===== src/rtl/host_command_pkg.sv =====
// Shared constants for the UART command initiator: cmd_type codes, opcodes,
// FSM state encodings and per-command byte/response counts.
package host_command_pkg;

  localparam int unsigned BYTE_IDX_W = 3;
  localparam int unsigned RSP_IDX_W  = 2;
  localparam int unsigned TIMEOUT_W  = 16;

  localparam logic [1:0] CMD_RF_WRITE = 2'd0;
  localparam logic [1:0] CMD_RF_READ  = 2'd1;
  localparam logic [1:0] CMD_ALU_OP   = 2'd2;
  localparam logic [1:0] CMD_ALU_NOP  = 2'd3;

  localparam logic [7:0] OPC_RF_WRITE = 8'hAA;
  localparam logic [7:0] OPC_RF_READ  = 8'hBB;
  localparam logic [7:0] OPC_ALU_OP   = 8'hCC;
  localparam logic [7:0] OPC_ALU_NOP  = 8'hDD;

  localparam logic [1:0] ST_IDLE     = 2'd0;
  localparam logic [1:0] ST_SEND     = 2'd1;
  localparam logic [1:0] ST_WAIT_RSP = 2'd2;
  localparam logic [1:0] ST_DONE     = 2'd3;

  localparam logic [BYTE_IDX_W-1:0] BYTES_RF_WRITE = 3'd3;
  localparam logic [BYTE_IDX_W-1:0] BYTES_RF_READ  = 3'd2;
  localparam logic [BYTE_IDX_W-1:0] BYTES_ALU_OP   = 3'd4;
  localparam logic [BYTE_IDX_W-1:0] BYTES_ALU_NOP  = 3'd2;

  localparam logic [RSP_IDX_W-1:0] RSPS_RF_WRITE = 2'd0;
  localparam logic [RSP_IDX_W-1:0] RSPS_RF_READ  = 2'd1;
  localparam logic [RSP_IDX_W-1:0] RSPS_ALU_OP   = 2'd2;
  localparam logic [RSP_IDX_W-1:0] RSPS_ALU_NOP  = 2'd2;

endpackage


===== src/rtl/host_command_serializer.sv =====
// Combinational byte selector: maps command fields and a byte index to the
// outgoing UART byte, plus the byte and response counts for the command type.
module host_command_serializer
  import host_command_pkg::*;
#(
  parameter int unsigned DATA_WIDTH         = 8,
  parameter int unsigned ADDRESS_WIDTH      = 4,
  parameter int unsigned ALU_FUNCTION_WIDTH = 4
) (
  input  logic [1:0]                    cmd_type,
  input  logic [ADDRESS_WIDTH-1:0]      address,
  input  logic [DATA_WIDTH-1:0]         write_data,
  input  logic [DATA_WIDTH-1:0]         operand_a,
  input  logic [DATA_WIDTH-1:0]         operand_b,
  input  logic [ALU_FUNCTION_WIDTH-1:0] alu_function,
  input  logic [BYTE_IDX_W-1:0]         byte_index,
  output logic [DATA_WIDTH-1:0]         tx_byte,
  output logic [BYTE_IDX_W-1:0]         byte_count,
  output logic [RSP_IDX_W-1:0]          rsp_count
);

  logic [DATA_WIDTH-1:0] addr_byte;
  logic [DATA_WIDTH-1:0] fn_byte;

  assign addr_byte = DATA_WIDTH'(address);
  assign fn_byte   = DATA_WIDTH'(alu_function);

  always_comb begin
    tx_byte    = '0;
    byte_count = BYTES_RF_WRITE;
    rsp_count  = RSPS_RF_WRITE;
    case (cmd_type)
      CMD_RF_WRITE: begin
        byte_count = BYTES_RF_WRITE;
        rsp_count  = RSPS_RF_WRITE;
        case (byte_index)
          3'd0:    tx_byte = DATA_WIDTH'(OPC_RF_WRITE);
          3'd1:    tx_byte = addr_byte;
          3'd2:    tx_byte = write_data;
          default: tx_byte = '0;
        endcase
      end
      CMD_RF_READ: begin
        byte_count = BYTES_RF_READ;
        rsp_count  = RSPS_RF_READ;
        case (byte_index)
          3'd0:    tx_byte = DATA_WIDTH'(OPC_RF_READ);
          3'd1:    tx_byte = addr_byte;
          default: tx_byte = '0;
        endcase
      end
      CMD_ALU_OP: begin
        byte_count = BYTES_ALU_OP;
        rsp_count  = RSPS_ALU_OP;
        case (byte_index)
          3'd0:    tx_byte = DATA_WIDTH'(OPC_ALU_OP);
          3'd1:    tx_byte = operand_a;
          3'd2:    tx_byte = operand_b;
          3'd3:    tx_byte = fn_byte;
          default: tx_byte = '0;
        endcase
      end
      default: begin
        byte_count = BYTES_ALU_NOP;
        rsp_count  = RSPS_ALU_NOP;
        case (byte_index)
          3'd0:    tx_byte = DATA_WIDTH'(OPC_ALU_NOP);
          3'd1:    tx_byte = fn_byte;
          default: tx_byte = '0;
        endcase
      end
    endcase
  end

endmodule


===== src/rtl/host_command_master.sv =====
// Host-side UART command initiator: serializes one command to the byte
// transmitter and assembles the response word. HOST_CMD_TIMEOUT_EN adds a
// per-byte response timeout; without it WAIT_RSP waits indefinitely.
module host_command_master
  import host_command_pkg::*;
#(
  parameter int unsigned DATA_WIDTH         = 8,
  parameter int unsigned ADDRESS_WIDTH      = 4,
  parameter int unsigned ALU_FUNCTION_WIDTH = 4,
  parameter int unsigned TIMEOUT_CYCLES     = 65535
) (
  input  logic                          clk,
  input  logic                          reset,
  input  logic                          cmd_valid,
  output logic                          cmd_ready,
  input  logic [1:0]                    cmd_type,
  input  logic [ADDRESS_WIDTH-1:0]      cmd_address,
  input  logic [DATA_WIDTH-1:0]         cmd_write_data,
  input  logic [DATA_WIDTH-1:0]         cmd_operand_a,
  input  logic [DATA_WIDTH-1:0]         cmd_operand_b,
  input  logic [ALU_FUNCTION_WIDTH-1:0] cmd_alu_function,
  output logic [DATA_WIDTH-1:0]         tx_data,
  output logic                          tx_valid,
  input  logic                          tx_ready,
  input  logic [DATA_WIDTH-1:0]         rx_data,
  input  logic                          rx_valid,
  input  logic                          rx_parity_error,
  input  logic                          rx_frame_error,
  output logic                          rsp_valid,
  output logic [2*DATA_WIDTH-1:0]       rsp_data,
  output logic                          rsp_error,
  output logic                          rsp_timeout
);

  logic [1:0]                    state, state_next;
  logic [BYTE_IDX_W-1:0]         byte_index, byte_index_next;
  logic [BYTE_IDX_W-1:0]         byte_count, byte_count_next;
  logic [RSP_IDX_W-1:0]          rsp_index, rsp_index_next;
  logic [RSP_IDX_W-1:0]          rsp_count, rsp_count_next;
  logic [1:0]                    cap_type, cap_type_next;
  logic [ADDRESS_WIDTH-1:0]      cap_address, cap_address_next;
  logic [DATA_WIDTH-1:0]         cap_write_data, cap_write_data_next;
  logic [DATA_WIDTH-1:0]         cap_operand_a, cap_operand_a_next;
  logic [DATA_WIDTH-1:0]         cap_operand_b, cap_operand_b_next;
  logic [ALU_FUNCTION_WIDTH-1:0] cap_alu_function, cap_alu_function_next;
  logic [DATA_WIDTH-1:0]         tx_data_next;
  logic                          tx_valid_next;
  logic                          cmd_ready_next;
  logic                          rsp_valid_next;
  logic [2*DATA_WIDTH-1:0]       rsp_data_next;
  logic                          rsp_error_next;
  logic                          rsp_timeout_next;
`ifdef HOST_CMD_TIMEOUT_EN
  logic [TIMEOUT_W-1:0]          wait_count, wait_count_next;
`endif

  // In IDLE the serializer sees the live request (opcode byte); afterwards
  // it sees the captured fields and looks one byte ahead of the current one.
  logic                          ser_sel_cmd;
  logic [BYTE_IDX_W-1:0]         next_index;
  logic [1:0]                    ser_type;
  logic [ADDRESS_WIDTH-1:0]      ser_address;
  logic [DATA_WIDTH-1:0]         ser_write_data;
  logic [DATA_WIDTH-1:0]         ser_operand_a;
  logic [DATA_WIDTH-1:0]         ser_operand_b;
  logic [ALU_FUNCTION_WIDTH-1:0] ser_alu_function;
  logic [BYTE_IDX_W-1:0]         ser_index;
  logic [DATA_WIDTH-1:0]         ser_byte;
  logic [BYTE_IDX_W-1:0]         ser_byte_count;
  logic [RSP_IDX_W-1:0]          ser_rsp_count;

  assign ser_sel_cmd      = (state == ST_IDLE);
  assign next_index       = BYTE_IDX_W'(byte_index + BYTE_IDX_W'(1));
  assign ser_type         = ser_sel_cmd ? cmd_type         : cap_type;
  assign ser_address      = ser_sel_cmd ? cmd_address      : cap_address;
  assign ser_write_data   = ser_sel_cmd ? cmd_write_data   : cap_write_data;
  assign ser_operand_a    = ser_sel_cmd ? cmd_operand_a    : cap_operand_a;
  assign ser_operand_b    = ser_sel_cmd ? cmd_operand_b    : cap_operand_b;
  assign ser_alu_function = ser_sel_cmd ? cmd_alu_function : cap_alu_function;
  assign ser_index        = ser_sel_cmd ? '0 : next_index;

  host_command_serializer #(
    .DATA_WIDTH        (DATA_WIDTH),
    .ADDRESS_WIDTH     (ADDRESS_WIDTH),
    .ALU_FUNCTION_WIDTH(ALU_FUNCTION_WIDTH)
  ) u_serializer (
    .cmd_type    (ser_type),
    .address     (ser_address),
    .write_data  (ser_write_data),
    .operand_a   (ser_operand_a),
    .operand_b   (ser_operand_b),
    .alu_function(ser_alu_function),
    .byte_index  (ser_index),
    .tx_byte     (ser_byte),
    .byte_count  (ser_byte_count),
    .rsp_count   (ser_rsp_count)
  );

  // Next-state and registered-output logic.
  always_comb begin
    state_next            = state;
    byte_index_next       = byte_index;
    byte_count_next       = byte_count;
    rsp_index_next        = rsp_index;
    rsp_count_next        = rsp_count;
    cap_type_next         = cap_type;
    cap_address_next      = cap_address;
    cap_write_data_next   = cap_write_data;
    cap_operand_a_next    = cap_operand_a;
    cap_operand_b_next    = cap_operand_b;
    cap_alu_function_next = cap_alu_function;
    tx_data_next          = tx_data;
    tx_valid_next         = tx_valid;
    rsp_valid_next        = 1'b0;
    rsp_data_next         = rsp_data;
    rsp_error_next        = rsp_error;
    rsp_timeout_next      = rsp_timeout;
`ifdef HOST_CMD_TIMEOUT_EN
    wait_count_next       = wait_count;
`endif

    case (state)
      ST_IDLE: begin
        if (cmd_valid && cmd_ready) begin
          cap_type_next         = cmd_type;
          cap_address_next      = cmd_address;
          cap_write_data_next   = cmd_write_data;
          cap_operand_a_next    = cmd_operand_a;
          cap_operand_b_next    = cmd_operand_b;
          cap_alu_function_next = cmd_alu_function;
          byte_count_next       = ser_byte_count;
          rsp_count_next        = ser_rsp_count;
          byte_index_next       = '0;
          rsp_index_next        = '0;
          rsp_data_next         = '0;
          rsp_error_next        = 1'b0;
          rsp_timeout_next      = 1'b0;
          tx_data_next          = ser_byte;
          tx_valid_next         = 1'b1;
          state_next            = ST_SEND;
        end
      end
      ST_SEND: begin
        if (tx_valid && tx_ready) begin
          if (next_index == byte_count) begin
            tx_valid_next = 1'b0;
            if (rsp_count != '0) begin
              state_next = ST_WAIT_RSP;
`ifdef HOST_CMD_TIMEOUT_EN
              wait_count_next = '0;
`endif
            end else begin
              state_next     = ST_DONE;
              rsp_valid_next = 1'b1;
            end
          end else begin
            byte_index_next = next_index;
            tx_data_next    = ser_byte;
          end
        end
      end
      ST_WAIT_RSP: begin
        if (rx_valid) begin
          if (rsp_index[0]) begin
            rsp_data_next[2*DATA_WIDTH-1:DATA_WIDTH] = rx_data;
          end else begin
            rsp_data_next[DATA_WIDTH-1:0] = rx_data;
          end
          rsp_error_next = rsp_error | rx_parity_error | rx_frame_error;
          rsp_index_next = RSP_IDX_W'(rsp_index + RSP_IDX_W'(1));
`ifdef HOST_CMD_TIMEOUT_EN
          wait_count_next = '0;
`endif
          if (RSP_IDX_W'(rsp_index + RSP_IDX_W'(1)) == rsp_count) begin
            state_next     = ST_DONE;
            rsp_valid_next = 1'b1;
          end
        end
`ifdef HOST_CMD_TIMEOUT_EN
        else if (wait_count == TIMEOUT_W'(TIMEOUT_CYCLES - 1)) begin
          state_next       = ST_DONE;
          rsp_valid_next   = 1'b1;
          rsp_timeout_next = 1'b1;
        end else begin
          wait_count_next = TIMEOUT_W'(wait_count + TIMEOUT_W'(1));
        end
`endif
      end
      default: begin
        state_next = ST_IDLE;
      end
    endcase

    cmd_ready_next = (state_next == ST_IDLE);
  end

  // State and output registers.
  always_ff @(posedge clk or negedge reset) begin
    if (!reset) begin
      state            <= ST_IDLE;
      byte_index       <= '0;
      byte_count       <= '0;
      rsp_index        <= '0;
      rsp_count        <= '0;
      cap_type         <= '0;
      cap_address      <= '0;
      cap_write_data   <= '0;
      cap_operand_a    <= '0;
      cap_operand_b    <= '0;
      cap_alu_function <= '0;
      tx_data          <= '0;
      tx_valid         <= 1'b0;
      cmd_ready        <= 1'b1;
      rsp_valid        <= 1'b0;
      rsp_data         <= '0;
      rsp_error        <= 1'b0;
      rsp_timeout      <= 1'b0;
`ifdef HOST_CMD_TIMEOUT_EN
      wait_count       <= '0;
`endif
    end else begin
      state            <= state_next;
      byte_index       <= byte_index_next;
      byte_count       <= byte_count_next;
      rsp_index        <= rsp_index_next;
      rsp_count        <= rsp_count_next;
      cap_type         <= cap_type_next;
      cap_address      <= cap_address_next;
      cap_write_data   <= cap_write_data_next;
      cap_operand_a    <= cap_operand_a_next;
      cap_operand_b    <= cap_operand_b_next;
      cap_alu_function <= cap_alu_function_next;
      tx_data          <= tx_data_next;
      tx_valid         <= tx_valid_next;
      cmd_ready        <= cmd_ready_next;
      rsp_valid        <= rsp_valid_next;
      rsp_data         <= rsp_data_next;
      rsp_error        <= rsp_error_next;
      rsp_timeout      <= rsp_timeout_next;
`ifdef HOST_CMD_TIMEOUT_EN
      wait_count       <= wait_count_next;
`endif
    end
  end

endmodule


===== config.mk =====
export PLATFORM = sky130hd
export DESIGN_NAME = host_command_master
export DESIGN_NICKNAME = d
export VERILOG_FILES = /design/src/rtl/host_command_pkg.sv /design/src/rtl/host_command_serializer.sv /design/src/rtl/host_command_master.sv
export SDC_FILE = /design/constraint.sdc
export NUM_CORES = 1
export LEC_CHECK = 0
export BUFFER_PORTS_ARGS = -buffer_cell sky130_fd_sc_hd__buf_4
export CAP_MARGIN = 20
export CORE_ASPECT_RATIO = 0.8
export CORE_MARGIN = 2
export CORE_UTILIZATION = 60
export CTS_CLUSTER_DIAMETER = 40
export DETAILED_ROUTE_END_ITERATION = 16
export PLACE_DENSITY = 0.85
export RECOVER_POWER = 25
export SLEW_MARGIN = 20
export SYNTH_ARGS = -nofsm -noshare
export SYNTH_HDL_FRONTEND = slang
export SYNTH_HIERARCHICAL = 1
export SYNTH_SLANG_ARGS = --single-unit

===== constraint.sdc =====
create_clock -name clk -period 4.5 [get_ports clk]
set_input_delay 1.35 -clock clk [delete_from_list [all_inputs] [get_ports clk]]
set_output_delay 1.35 -clock clk [all_outputs]
set_load 0.01 [all_outputs]

==> results of run 1 <==
sequential cells by signal, indices dropped and copies added (netlist names):
signal            flops
byte_count            3
byte_index            3
cap_address           4
cap_alu_function      4
cap_operand_a         8
cap_operand_b         8
cap_type              2
cap_write_data        8
cmd_ready             1
rsp_count             2
rsp_data             16
rsp_error             1
rsp_index             2
rsp_valid             1
state                 2
tx_data               8
tx_valid              1
cells by family (layout without fill, tap and decap cells):
kind of cell	after synthesis	count (layout)	share of synthesized area, %
AOI/OAI and AO/OA	74	74	13.3
other	1	1	0.0895
muxes	91	91	25.1
xor gates and xnor gates	5	5	1.43
and+or+nand+nor	80	80	9.91
DFF	74	74	44.2
adders and majority gates	5	5	1.49
buffers and inverters	45	110	4.51
critical path: cells and delay by family (launching register included):
family | cells | cell delay, ns
buffers and inverters | 1 | 0.11
and+or+nand+nor | 2 | 1.40
muxes | 1 | 0.25
DFF | 1 | 0.40
adders and majority gates | 1 | 0.51
AOI/OAI and AO/OA | 2 | 0.44
area by class of cell:
| class | instances | share of cell area (%) |
|---|---|---|
| multi-input combinational | 256 | 43.6 |
| sequential | 74 | 37.4 |
| timing repair buffer | 78 | 11.8 |
| clock buffer | 12 | 2.93 |
| tap | 87 | 2.20 |
| inverter | 17 | 1.29 |
| clock inverter | 3 | 0.808 |
worst max-delay path by stage:
stage                  startpoint                     end  slack [ns]  depth (start not counted)
6_report       state[0]$_DFF_PN0_  tx_data[3]$_DFFE_PN0P_        1.27                          7
4_1_cts        state[0]$_DFF_PN0_  tx_data[3]$_DFFE_PN0P_        1.31                          7
5_1_grt        state[0]$_DFF_PN0_  tx_data[3]$_DFFE_PN0P_        1.06                          7
3_5_place_dp   state[0]$_DFF_PN0_  tx_data[3]$_DFFE_PN0P_        1.33                          7
3_3_place_gp   state[0]$_DFF_PN0_  tx_data[3]$_DFFE_PN0P_        1.47                          7
2_1_floorplan         cmd_type[1]  tx_data[3]$_DFFE_PN0P_        1.79                          6
cells in the mapped netlist (2+ instances only):
| cell | number |
|---|---|
| sky130_fd_sc_hd__a21oi_1 | 5 |
| sky130_fd_sc_hd__a221oi_2 | 2 |
| sky130_fd_sc_hd__a22o_1 | 17 |
| sky130_fd_sc_hd__a22oi_1 | 6 |
| sky130_fd_sc_hd__a31oi_1 | 3 |
| sky130_fd_sc_hd__and3b_1 | 2 |
| sky130_fd_sc_hd__buf_1 | 6 |
| sky130_fd_sc_hd__buf_2 | 7 |
| sky130_fd_sc_hd__clkbuf_1 | 13 |
| sky130_fd_sc_hd__dfrtp_1 | 73 |
| sky130_fd_sc_hd__ha_1 | 5 |
| sky130_fd_sc_hd__inv_1 | 17 |
| sky130_fd_sc_hd__mux2_2 | 76 |
| sky130_fd_sc_hd__mux2_4 | 9 |
| sky130_fd_sc_hd__mux2i_1 | 6 |
| sky130_fd_sc_hd__nand2_1 | 24 |
| sky130_fd_sc_hd__nand2b_1 | 3 |
| sky130_fd_sc_hd__nand3_1 | 12 |
| sky130_fd_sc_hd__nand4_1 | 2 |
| sky130_fd_sc_hd__nand4b_1 | 2 |
| sky130_fd_sc_hd__nor2_1 | 16 |
| sky130_fd_sc_hd__nor2b_1 | 9 |
| sky130_fd_sc_hd__nor4_1 | 3 |
| sky130_fd_sc_hd__o211ai_1 | 2 |
| sky130_fd_sc_hd__o21ai_0 | 23 |
| sky130_fd_sc_hd__o221ai_1 | 3 |
| sky130_fd_sc_hd__o22ai_1 | 2 |
| sky130_fd_sc_hd__o32ai_1 | 2 |
| sky130_fd_sc_hd__or2_2 | 2 |
| sky130_fd_sc_hd__xnor2_1 | 3 |
stage by stage:
stage,hold slack [ns],util (%),setup slack (ns),cells
floorplan,0.471,-,1.79,375
global placement,0.482,69.9,1.47,512
detailed placement,0.490,69.9,1.33,512
CTS,0.507,72.6,1.31,527
global route,0.515,72.6,1.06,527
finish,0.504,72.6,1.27,527
layer usage:
layer | global-route usage (%) | up-vias | part of all wire (%)
met2 | 39.0 | 100 | 46
met4 | 7.08 | 0 | 0.90
met3 | 6.69 | 8 | 6.4
met5 | 0 | - | 0
li1 | - | 1480 | -
met1 | 36.4 | 1538 | 47
power by group:
part	switching (uW)	internal (uW)	total, uW
combinational	24.5	26.7	51.3
clock	235	267	502
sequential	0	665	665
total	260	958	1220
==> impl_summary.txt, run 1 <==
----------------------------------------------------
[Detailed routing]
  WL per Instance ... between 15 and 20 microns
  Length of the first detailed-routing pass in iterations ... 4
  Vias/cell ... 5.93
  Total via count after detailed routing ... around 3100
  Final wirelength ... 9410 microns
  Antenna-violating nets left ... 0
  Initial DRC count ... 211
  Drc violations ... 0

[Synthesis]
  Ranking of synthesized cells by area ... sky130_fd_sc_hd__dfrtp_1 44%, sky130_fd_sc_hd__mux2_2 20%, sky130_fd_sc_hd__a22o_1 3.6%
  Count of unique library cells instantiated by Yosys ... 50
  Count of flip-flops with a built-in enable after synthesis ... 0
  Ys async rst share ... 100%
  Cell area after technology mapping ... between 0.004 and 0.005 sq mm
  Cell count after synthesis ... 375
  Yosys warns ... 6
  Number of storage elements in the synthesis netlist ... 74
  Fraction of synthesized cell area taken by the top area cell type ... 43.6%
  Library cell with the largest summed area after synthesis ... sky130_fd_sc_hd__dfrtp_1
  Avg Synthesized Cell Area ... approximately 11 sq um
  Sequential cell area fraction in the yosys report ... 44.2%
  Top_reg_cell synth ... sky130_fd_sc_hd__dfrtp_1
  Syn Nets ... 429

[Placed design]
  Dpl cell area ... between 0.004 and 0.005 sq mm
  Routability Congestion ... roughly 0.86
  Number of I/O port buffers ... 76
  HPWL after DPL ... 6440 microns

[Clocking]
  Cts bufs inserted ... 9
  CTS H-Tree Depth ... 3
  Cell at the root of the clock tree ... sky130_fd_sc_hd__clkbuf_8
  Post-CTS setup buffer count ... 0
  Clock Sink Count ... 74
  Buffers from clock root to sink, at most ... 2
  Clock-pin slew on the worst setup and hold paths ... 0.07 ns
  CTS-repair resized insts ... 0
  Clock tree from TritonCTS ... built
  Worst-Skew Late Latency ... 0.35 ns
  CTS Hold Buffers Added ... 0

[STA]
  Clock Skews ... ~0.0084 ns
  Final critical-path share of the clock period ... about 70%
  Count of final setup violators ... 0
  RSZ-0062 raised after global routing ... no
  Rel. slew slack ... -22.0%
  Max-slew violation count ... 75
  Number of hold violations in the final report ... 0
  Final TNS setup ... 0 ns
  Shortest period the worst path allows ... 3.23 ns
  Worst Tran Pin Value ... roughly 1.8 ns
  Maximum clock frequency ... between 300 and 400 MHz

[Power and ir drop]
  Total chip power ... 1220 uW
  Cell area power density ... 246 mW/mm^2
  Peak ir drop on the vdd network ... 0.000211 V
  Static Leak ... 0.00242 uW

[Critical path]
  Worst Path Max Fanout ... 44
  Cell breakdown of the critical path ... inv_1 -> ha_2 -> nor2_1 -> nor2b_1 -> a221oi_2 -> a311o_1 -> mux2_4
  Worst R2R Start ... state[0]$_DFF_PN0_
  CP endpoint kind ... flop
  Setup CP Type ... flop to flop
  Largest stage delay on the critical path ... 0.85 ns
  R2r endpoint ... tx_data[3]$_DFFE_PN0P_
  Cell type of the slowest stage on the worst timing path ... sky130_fd_sc_hd__nor2_1
  Slack of the worst reg-to-reg path ... 1.27 ns
  Worst endpoint data arrival time ... 3.47 ns
  R2R cell count ... 7
  WP data required ... 4.74 ns
  Nature of the critical path startpoint ... flop

[Global route]
  Tot GR Track Use ... between 20% and 30%
  First-pass GRT wire length ... 15500 microns
  Number of antenna violations at the first check in global routing ... 0
  Largest net degree at the start of global routing ... 75
  Overflow left after global routing ... 0
  Via count of the first global-routing pass ... 3085

[Die]
  Placeable core region ... 0.00682 sq mm
  Die Wd ... approximately 100 microns
  Die Outline Area ... 0.00767 sq mm
  Effective utilization at floorplan ... 61.4%
  IO Pins ... a little under 80
  Site Rows ... 27
  Chip height ... 78.7 microns

[Layout]
  Most frequent cells in the layout ... 77 x sky130_fd_sc_hd__buf_4, 76 x sky130_fd_sc_hd__mux2_2, 73 x sky130_fd_sc_hd__dfrtp_1, 24 x sky130_fd_sc_hd__nand2_1, 23 x sky130_fd_sc_hd__o21ai_0
  Growth of design area from synthesis to finish ... 18.2%
  Multi-input gate area ... 0.00216 sq mm
  Storage cell area ... 0.00185 sq mm
  Most common cell after layout, fill and taps aside ... sky130_fd_sc_hd__buf_4
  Number of fillers in the final layout ... 508
  Summed area of non-filler cells in the final layout ... 0.00495 sq mm
  Antenna diode instance count ... 0
  Share of layout cells above drive strength 1 ... 43.0%
  Final layout net count ... 490

[Hold path]
  End of the worst hold path ... rsp_error$_DFFE_PN0P_
  Worst hold path cell count ... 1
  Hold Startpoint ... rsp_error$_DFFE_PN0P_
  Hold Path Class ... flop to flop

[Run]
  Count of max-cap constraint violations ... 1

[Status]
  Run status ... complete, but fails checks
  Violated checks ... capacitance limit, slew limit

----------------------------------------------------
Power figures use the tool's default switching activity.
==> run 2: changes to the inputs <==
--- a/config.mk
+++ b/config.mk
@@ -9,10 +9,10 @@
 export CAP_MARGIN = 20
 export CORE_ASPECT_RATIO = 0.8
 export CORE_MARGIN = 2
-export CORE_UTILIZATION = 60
+export CORE_UTILIZATION = 56
 export CTS_CLUSTER_DIAMETER = 40
 export DETAILED_ROUTE_END_ITERATION = 16
-export PLACE_DENSITY = 0.85
+export PLACE_DENSITY = 0.8
 export RECOVER_POWER = 25
 export SLEW_MARGIN = 20
 export SYNTH_ARGS = -nofsm -noshare
==> constraint.sdc (replaced) <==
create_clock -name clk -period 3.3 [get_ports clk]
set_input_delay 0.99 -clock clk [delete_from_list [all_inputs] [get_ports clk]]
set_output_delay 0.99 -clock clk [all_outputs]
set_load 0.01 [all_outputs]
==> impl_summary.txt, run 2 (synthesized netlist as in run 1, its figures left out) <==
----------------------------------------------------
[Critical path]
  Cell breakdown of the critical path ... inv_1 -> ha_2 -> buf_4 -> nor2_1 -> or3b_1 -> a221o_1 -> nand3_1 -> mux2_4
  Worst Path Max Fanout ... 23
  Worst endpoint data arrival time ... 3.18 ns
  Kind of cell with the highest combined delay on the critical path ... simple AND/OR/NAND/NOR gates
  Cell type of the slowest stage on the worst timing path ... sky130_fd_sc_hd__or3b_1
  Worst path bufs/invs ... 2
  WP data required ... 3.59 ns
  Setup CP Type ... flop to flop
  CP endpoint kind ... flop
  Nature of the critical path startpoint ... flop
  Largest stage delay on the critical path ... 0.55 ns

[Hold path]
  Hold Path Class ... flop to flop

[Detailed routing]
  Antenna-violating nets left ... 0
  WL per Instance ... about 17 microns
  Final wirelength ... 9120 microns
  Total via count after detailed routing ... 3138
  Initial DRC count ... 182
  Vias/cell ... 5.87
  Drc violations ... 0
  Length of the first detailed-routing pass in iterations ... 4

[STA]
  Number of hold violations in the final report ... 0
  Worst Hold Slack ... 0.506 ns
  Final TNS setup ... 0 ns
  Shortest period the worst path allows ... 2.89 ns
  Rel. slew slack ... -20.3%
  Clock Skews ... 0.00982 ns
  RSZ-0062 raised after global routing ... no
  Final critical-path share of the clock period ... 87.5%
  Count of final setup violators ... 0
  Maximum clock frequency ... 346 MHz
  Worst Tran Pin Value ... 1.80 ns
  Max-slew violation count ... 75

[Clocking]
  Clock-pin slew on the worst setup and hold paths ... 0.08 ns
  Clock tree from TritonCTS ... built
  CTS Hold Buffers Added ... 0
  Cell at the root of the clock tree ... sky130_fd_sc_hd__clkbuf_8
  Clock Sink Count ... 74
  Cts bufs inserted ... 9
  Worst-Skew Late Latency ... 0.35 ns
  Post-CTS setup buffer count ... 0
  CTS H-Tree Depth ... 3
  Buffers from clock root to sink, at most ... 2
  CTS-repair resized insts ... 0

[Power and ir drop]
  Static Leak ... 0.00246 uW
  Peak ir drop on the vdd network ... 0.000245 V
  Total chip power ... roughly 1800 uW
  Cell area power density ... 353 mW/mm^2

[Die]
  Site Rows ... 28
  Placeable core region ... roughly 0.0073 sq mm
  IO Pins ... 78
  Die Outline Area ... 0.00819 sq mm
  Die Wd ... 101 microns
  Chip height ... 81.4 microns
  Effective utilization at floorplan ... 57.2%

[Status]
  Run status ... complete, but fails checks
  Violated checks ... capacitance limit, slew limit

[Layout]
  Share of layout cells above drive strength 1 ... 44.0%
  Most common cell after layout, fill and taps aside ... sky130_fd_sc_hd__buf_4
  Register bank with the most flops ... rsp_data
  Antenna diode instance count ... 0
  Number of fillers in the final layout ... between 500 and 600
  Final layout net count ... 494
  Summed area of non-filler cells in the final layout ... slightly above 0.005 sq mm
  Growth of design area from synthesis to finish ... 20.0%
  Most frequent cells in the layout ... 81 x sky130_fd_sc_hd__buf_4, 76 x sky130_fd_sc_hd__mux2_2, 73 x sky130_fd_sc_hd__dfrtp_1, 24 x sky130_fd_sc_hd__nand2_1, 23 x sky130_fd_sc_hd__o21ai_0
  Count of non-filler cells in the finished layout ... 535
  Flip-flop count of the largest register, all copies and words added ... 16

[Placed design]
  Dpl cell area ... 0.00480 sq mm
  HPWL after DPL ... ~6300 microns
  Number of I/O port buffers ... 76
  Routability Congestion ... 0.852
  Number of cells in the design after placement ... 519

[Global route]
  Overflow left after global routing ... 0
  Via count of the first global-routing pass ... 3036
  First-pass GRT wire length ... 14900 microns
  Tot GR Track Use ... 23.4%
  Largest net degree at the start of global routing ... 75
  Number of antenna violations at the first check in global routing ... 0

[Run]
  Count of max-cap constraint violations ... 1

----------------------------------------------------
## run 2: cell types whose count changed in the layout (fill, tap and decap cells not counted)
cell	previous run	this run
sky130_fd_sc_hd__clkinv_2	2	1
sky130_fd_sc_hd__clkinv_4	0	2
sky130_fd_sc_hd__clkbuf_1	2	0
sky130_fd_sc_hd__clkinvlp_4	0	1
sky130_fd_sc_hd__buf_4	77	81
sky130_fd_sc_hd__bufinv_16	1	2
## run 2: cell type report
cell class / instances / area, sq um / area share, %
clock buffer: 10 / 138 / 2.74
clock inverter: 6 / 90.1 / 1.79
inverter: 17 / 63.8 / 1.27
multi-input combinational: 256 / 2160 / 42.9
sequential: 74 / 1850 / 36.9
tap: 90 / 113 / 2.24
timing repair buffer: 82 / 613 / 12.2
## run 2: worst reg2reg max path, cell delays in order, from the launching register on
cell	delay, ns
sky130_fd_sc_hd__dfrtp_1	0.42
sky130_fd_sc_hd__inv_1	0.12
sky130_fd_sc_hd__ha_2	0.54
sky130_fd_sc_hd__buf_4	0.41
sky130_fd_sc_hd__nor2_1	0.18
sky130_fd_sc_hd__or3b_1	0.55
sky130_fd_sc_hd__a221o_1	0.32
sky130_fd_sc_hd__nand3_1	0.13
sky130_fd_sc_hd__mux2_4	0.16
## run 2: where the power goes
group / leakage, uW / internal, uW / switching, uW / total (uW)
logic: 0.00132 / 36.5 / 33.5 / 70.0
registers: 0.00103 / 906 / 0 / 906
clock network: 0.000112 / 448 / 353 / 800
## run 2: path summary, 6_finish.rpt
| path | startpoint | to | slack [ns] | cells after the start |
|---|---|---|---|---|
| worst max-delay path | state[0]$_DFF_PN0_ | tx_data[2]$_DFFE_PN0P_ | 0.41 | 8 |
| worst min-delay path | cap_write_data[5]$_DFFE_PN0P_ | cap_write_data[5]$_DFFE_PN0P_ | 0.51 | 1 |
| worst max register to register | state[0]$_DFF_PN0_ | tx_data[2]$_DFFE_PN0P_ | 0.41 | 8 |
| worst min register to register | cap_write_data[5]$_DFFE_PN0P_ | cap_write_data[5]$_DFFE_PN0P_ | 0.51 | 1 |
| max in group asynchronous | reset | cap_write_data[3]$_DFFE_PN0P_ | 1.10 | 1 |
| min in group asynchronous | reset | rsp_data[3]$_DFFE_PN0P_ | 1.11 | 1 |
## run 2: metrics by stage
step                utilization, %  setup slack (ns)
finish                        68.7             0.414
floorplan                        -             0.603
CTS                           68.7             0.445
global placement              65.6             0.546
detailed placement            65.6             0.470
global route                  68.7             0.253
## run 2: layer usage
| metal | up-vias | GRT usage, % | routed length (microns) |
|---|---|---|---|
| met3 | 9 | 4.65 | 515 |
| met2 | 91 | 35.8 | 4170 |
| li1 | 1489 | - | - |
| met5 | - | 0 | 0 |
| met1 | 1549 | 33.7 | 4330 |
| met4 | 0 | 7.40 | 112 |
==> run 3: changes to the inputs <==
==> constraint.sdc (replaced) <==
create_clock -name clk -period 3.3 [get_ports clk]
set_input_delay 0.66 -clock clk [delete_from_list [all_inputs] [get_ports clk]]
set_output_delay 0.66 -clock clk [all_outputs]
set_load 0.01 [all_outputs]
==> impl_summary.txt, run 3 (synthesized netlist as in run 1, its figures left out) <==
----------------------------------------------------
[Critical path]
  CP endpoint kind ... flop
  Setup CP Type ... flop to flop
  Worst Path Max Fanout ... 19
  Nature of the critical path startpoint ... flop
  Worst endpoint data arrival time ... 2.90 ns
  WP data required ... 3.55 ns

[Placed design]
  Number of I/O port buffers ... 76
  Routability Congestion ... 0.877
  Place WS ... 0.689 ns
  HPWL after DPL ... 6660 microns

[Die]
  Site Rows ... 28
  Effective utilization at floorplan ... 57.2%
  Die Wd ... 101 microns
  Die Outline Area ... between 0.008 and 0.009 sq mm
  Chip height ... 81.4 microns
  Placeable core region ... 0.00732 sq mm
  IO Pins ... 78

[Clocking]
  Cell at the root of the clock tree ... sky130_fd_sc_hd__clkbuf_8
  CTS H-Tree Depth ... 3
  Clock-pin slew on the worst setup and hold paths ... 0.09 ns
  Cts bufs inserted ... 9
  Post-CTS setup buffer count ... 0
  CTS Hold Buffers Added ... 0
  Clock tree from TritonCTS ... built
  Clock Sink Count ... between 70 and 80
  CTS-repair resized insts ... 0
  Buffers from clock root to sink, at most ... 2
  Worst-Skew Late Latency ... 0.36 ns

[STA]
  Count of final setup violators ... 0
  Worst Hold Slack ... 0.500 ns
  Worst Tran Pin Value ... 1.82 ns
  Rel. slew slack ... -21.4%
  Shortest period the worst path allows ... 2.65 ns
  Clock Skews ... about 0.0084 ns
  Maximum clock frequency ... roughly 380 MHz
  Final TNS setup ... 0 ns
  Final worst-path setup slack ... ~0.65 ns
  RSZ-0062 raised after global routing ... no
  Number of hold violations in the final report ... 0
  Max-slew violation count ... 75
  Final critical-path share of the clock period ... 80.3%

[Global route]
  Largest net degree at the start of global routing ... 75
  First-pass GRT wire length ... 15600 microns
  Number of antenna violations at the first check in global routing ... 0
  Tot GR Track Use ... about a quarter
  Overflow left after global routing ... 0
  Via count of the first global-routing pass ... 3119

[Detailed routing]
  Final wirelength ... about 9600 microns
  Initial DRC count ... 239
  Vias/cell ... 5.98
  Length of the first detailed-routing pass in iterations ... 7
  Antenna-violating nets left ... 0
  Total via count after detailed routing ... 3204
  WL per Instance ... 17.9 microns
  Drc violations ... 0

[Layout]
  Share of the core filled with cells in the final layout ... 68.9%
  Register bank with the most flops ... rsp_data
  Flip-flop count of the largest register, all copies and words added ... 16
  Growth of design area from synthesis to finish ... 20.4%
  Number of fillers in the final layout ... 568
  Antenna diode instance count ... 0
  Final layout net count ... 495
  Most frequent cells in the layout ... 81 x sky130_fd_sc_hd__buf_4, 76 x sky130_fd_sc_hd__mux2_2, 73 x sky130_fd_sc_hd__dfrtp_1, 24 x sky130_fd_sc_hd__nand2_1, 23 x sky130_fd_sc_hd__o21ai_0
  Most common cell after layout, fill and taps aside ... sky130_fd_sc_hd__buf_4
  Share of layout cells above drive strength 1 ... 43.9%

[Status]
  Violated checks ... capacitance limit, slew limit
  Run status ... complete, but fails checks

[Power and ir drop]
  Clock Power Share ... a little under half
  Cell area power density ... 354 mW/mm^2
  Cell-internal power ... 1390 uW
  Peak ir drop on the vdd network ... approximately 0.00023 V
  Net switching power ... ~400 uW
  Relative contribution of sequential cells to total power ... 50.7%
  Switching Share ... 22.3%
  Logic pwr share ... under 10%
  Static Leak ... 0.00247 uW

[Run]
  Count of max-cap constraint violations ... 1

[Hold path]
  Hold Path Class ... flop to flop

----------------------------------------------------
[run 3: area by class of cell]
cell class | instances | area (sq um) | area share [%]
multi-input combinational | 256 | 2160 | 42.7
sequential | 74 | 1850 | 36.7
timing repair buffer | 83 | 633 | 12.5
clock buffer | 10 | 138 | 2.73
tap | 90 | 113 | 2.23
clock inverter | 6 | 90.1 | 1.79
inverter | 17 | 63.8 | 1.26
[run 3: final timing paths]
path | cells past startpoint | startpoint | slack (ns) | end
setup / recovery | 7 | state[0]$_DFF_PN0_ | 0.65 | tx_data[3]$_DFFE_PN0P_
hold / removal | 1 | rsp_error$_DFFE_PN0P_ | 0.50 | rsp_error$_DFFE_PN0P_
setup reg to reg | 7 | state[0]$_DFF_PN0_ | 0.65 | tx_data[3]$_DFFE_PN0P_
hold reg to reg | 1 | rsp_error$_DFFE_PN0P_ | 0.50 | rsp_error$_DFFE_PN0P_
max in group asynchronous | 1 | reset | 1.43 | cap_operand_a[1]$_DFFE_PN0P_
min in group asynchronous | 1 | reset | 0.78 | rsp_data[12]$_DFFE_PN0P_
[run 3: power groups by stage]
| stage | Sequential, uW | Combinational [uW] | Clock (uW) |
|---|---|---|---|
| after global placement | 924 | 71.7 | 0 |
| final | 906 | 70.9 | 812 |
| after detailed placement | 924 | 72.4 | 0 |
| after global routing | 906 | 79.2 | 856 |
| after floorplan | 924 | 2.69 | 0 |
| after CTS | 906 | 72.8 | 819 |
[run 3: critical path, cell delays in order (launching register included)]
cell and delay (ns):
sky130_fd_sc_hd__dfrtp_1 0.42, sky130_fd_sc_hd__inv_1 0.13, sky130_fd_sc_hd__ha_2 0.46, sky130_fd_sc_hd__mux2_2 0.52, sky130_fd_sc_hd__or3b_1 0.38, sky130_fd_sc_hd__a221oi_2 0.06
sky130_fd_sc_hd__a311o_1 0.29, sky130_fd_sc_hd__mux2_4 0.26
[run 3: layer usage]
metal	share of wire [%]	up-vias	track usage [%]
met2	45	121	37.1
met3	5.2	19	5.08
met4	1.4	0	7.26
li1	-	1496	-
met5	0	-	0
met1	48	1568	35.9
[run 3: metrics by stage]
step	instances	instance area (sq um)	total power, uW
after floorplan	375	4190	927
after global placement	520	4820	996
after detailed placement	520	4820	996
after CTS	536	5050	1800
after global routing	536	5050	1840
final	536	5050	1790
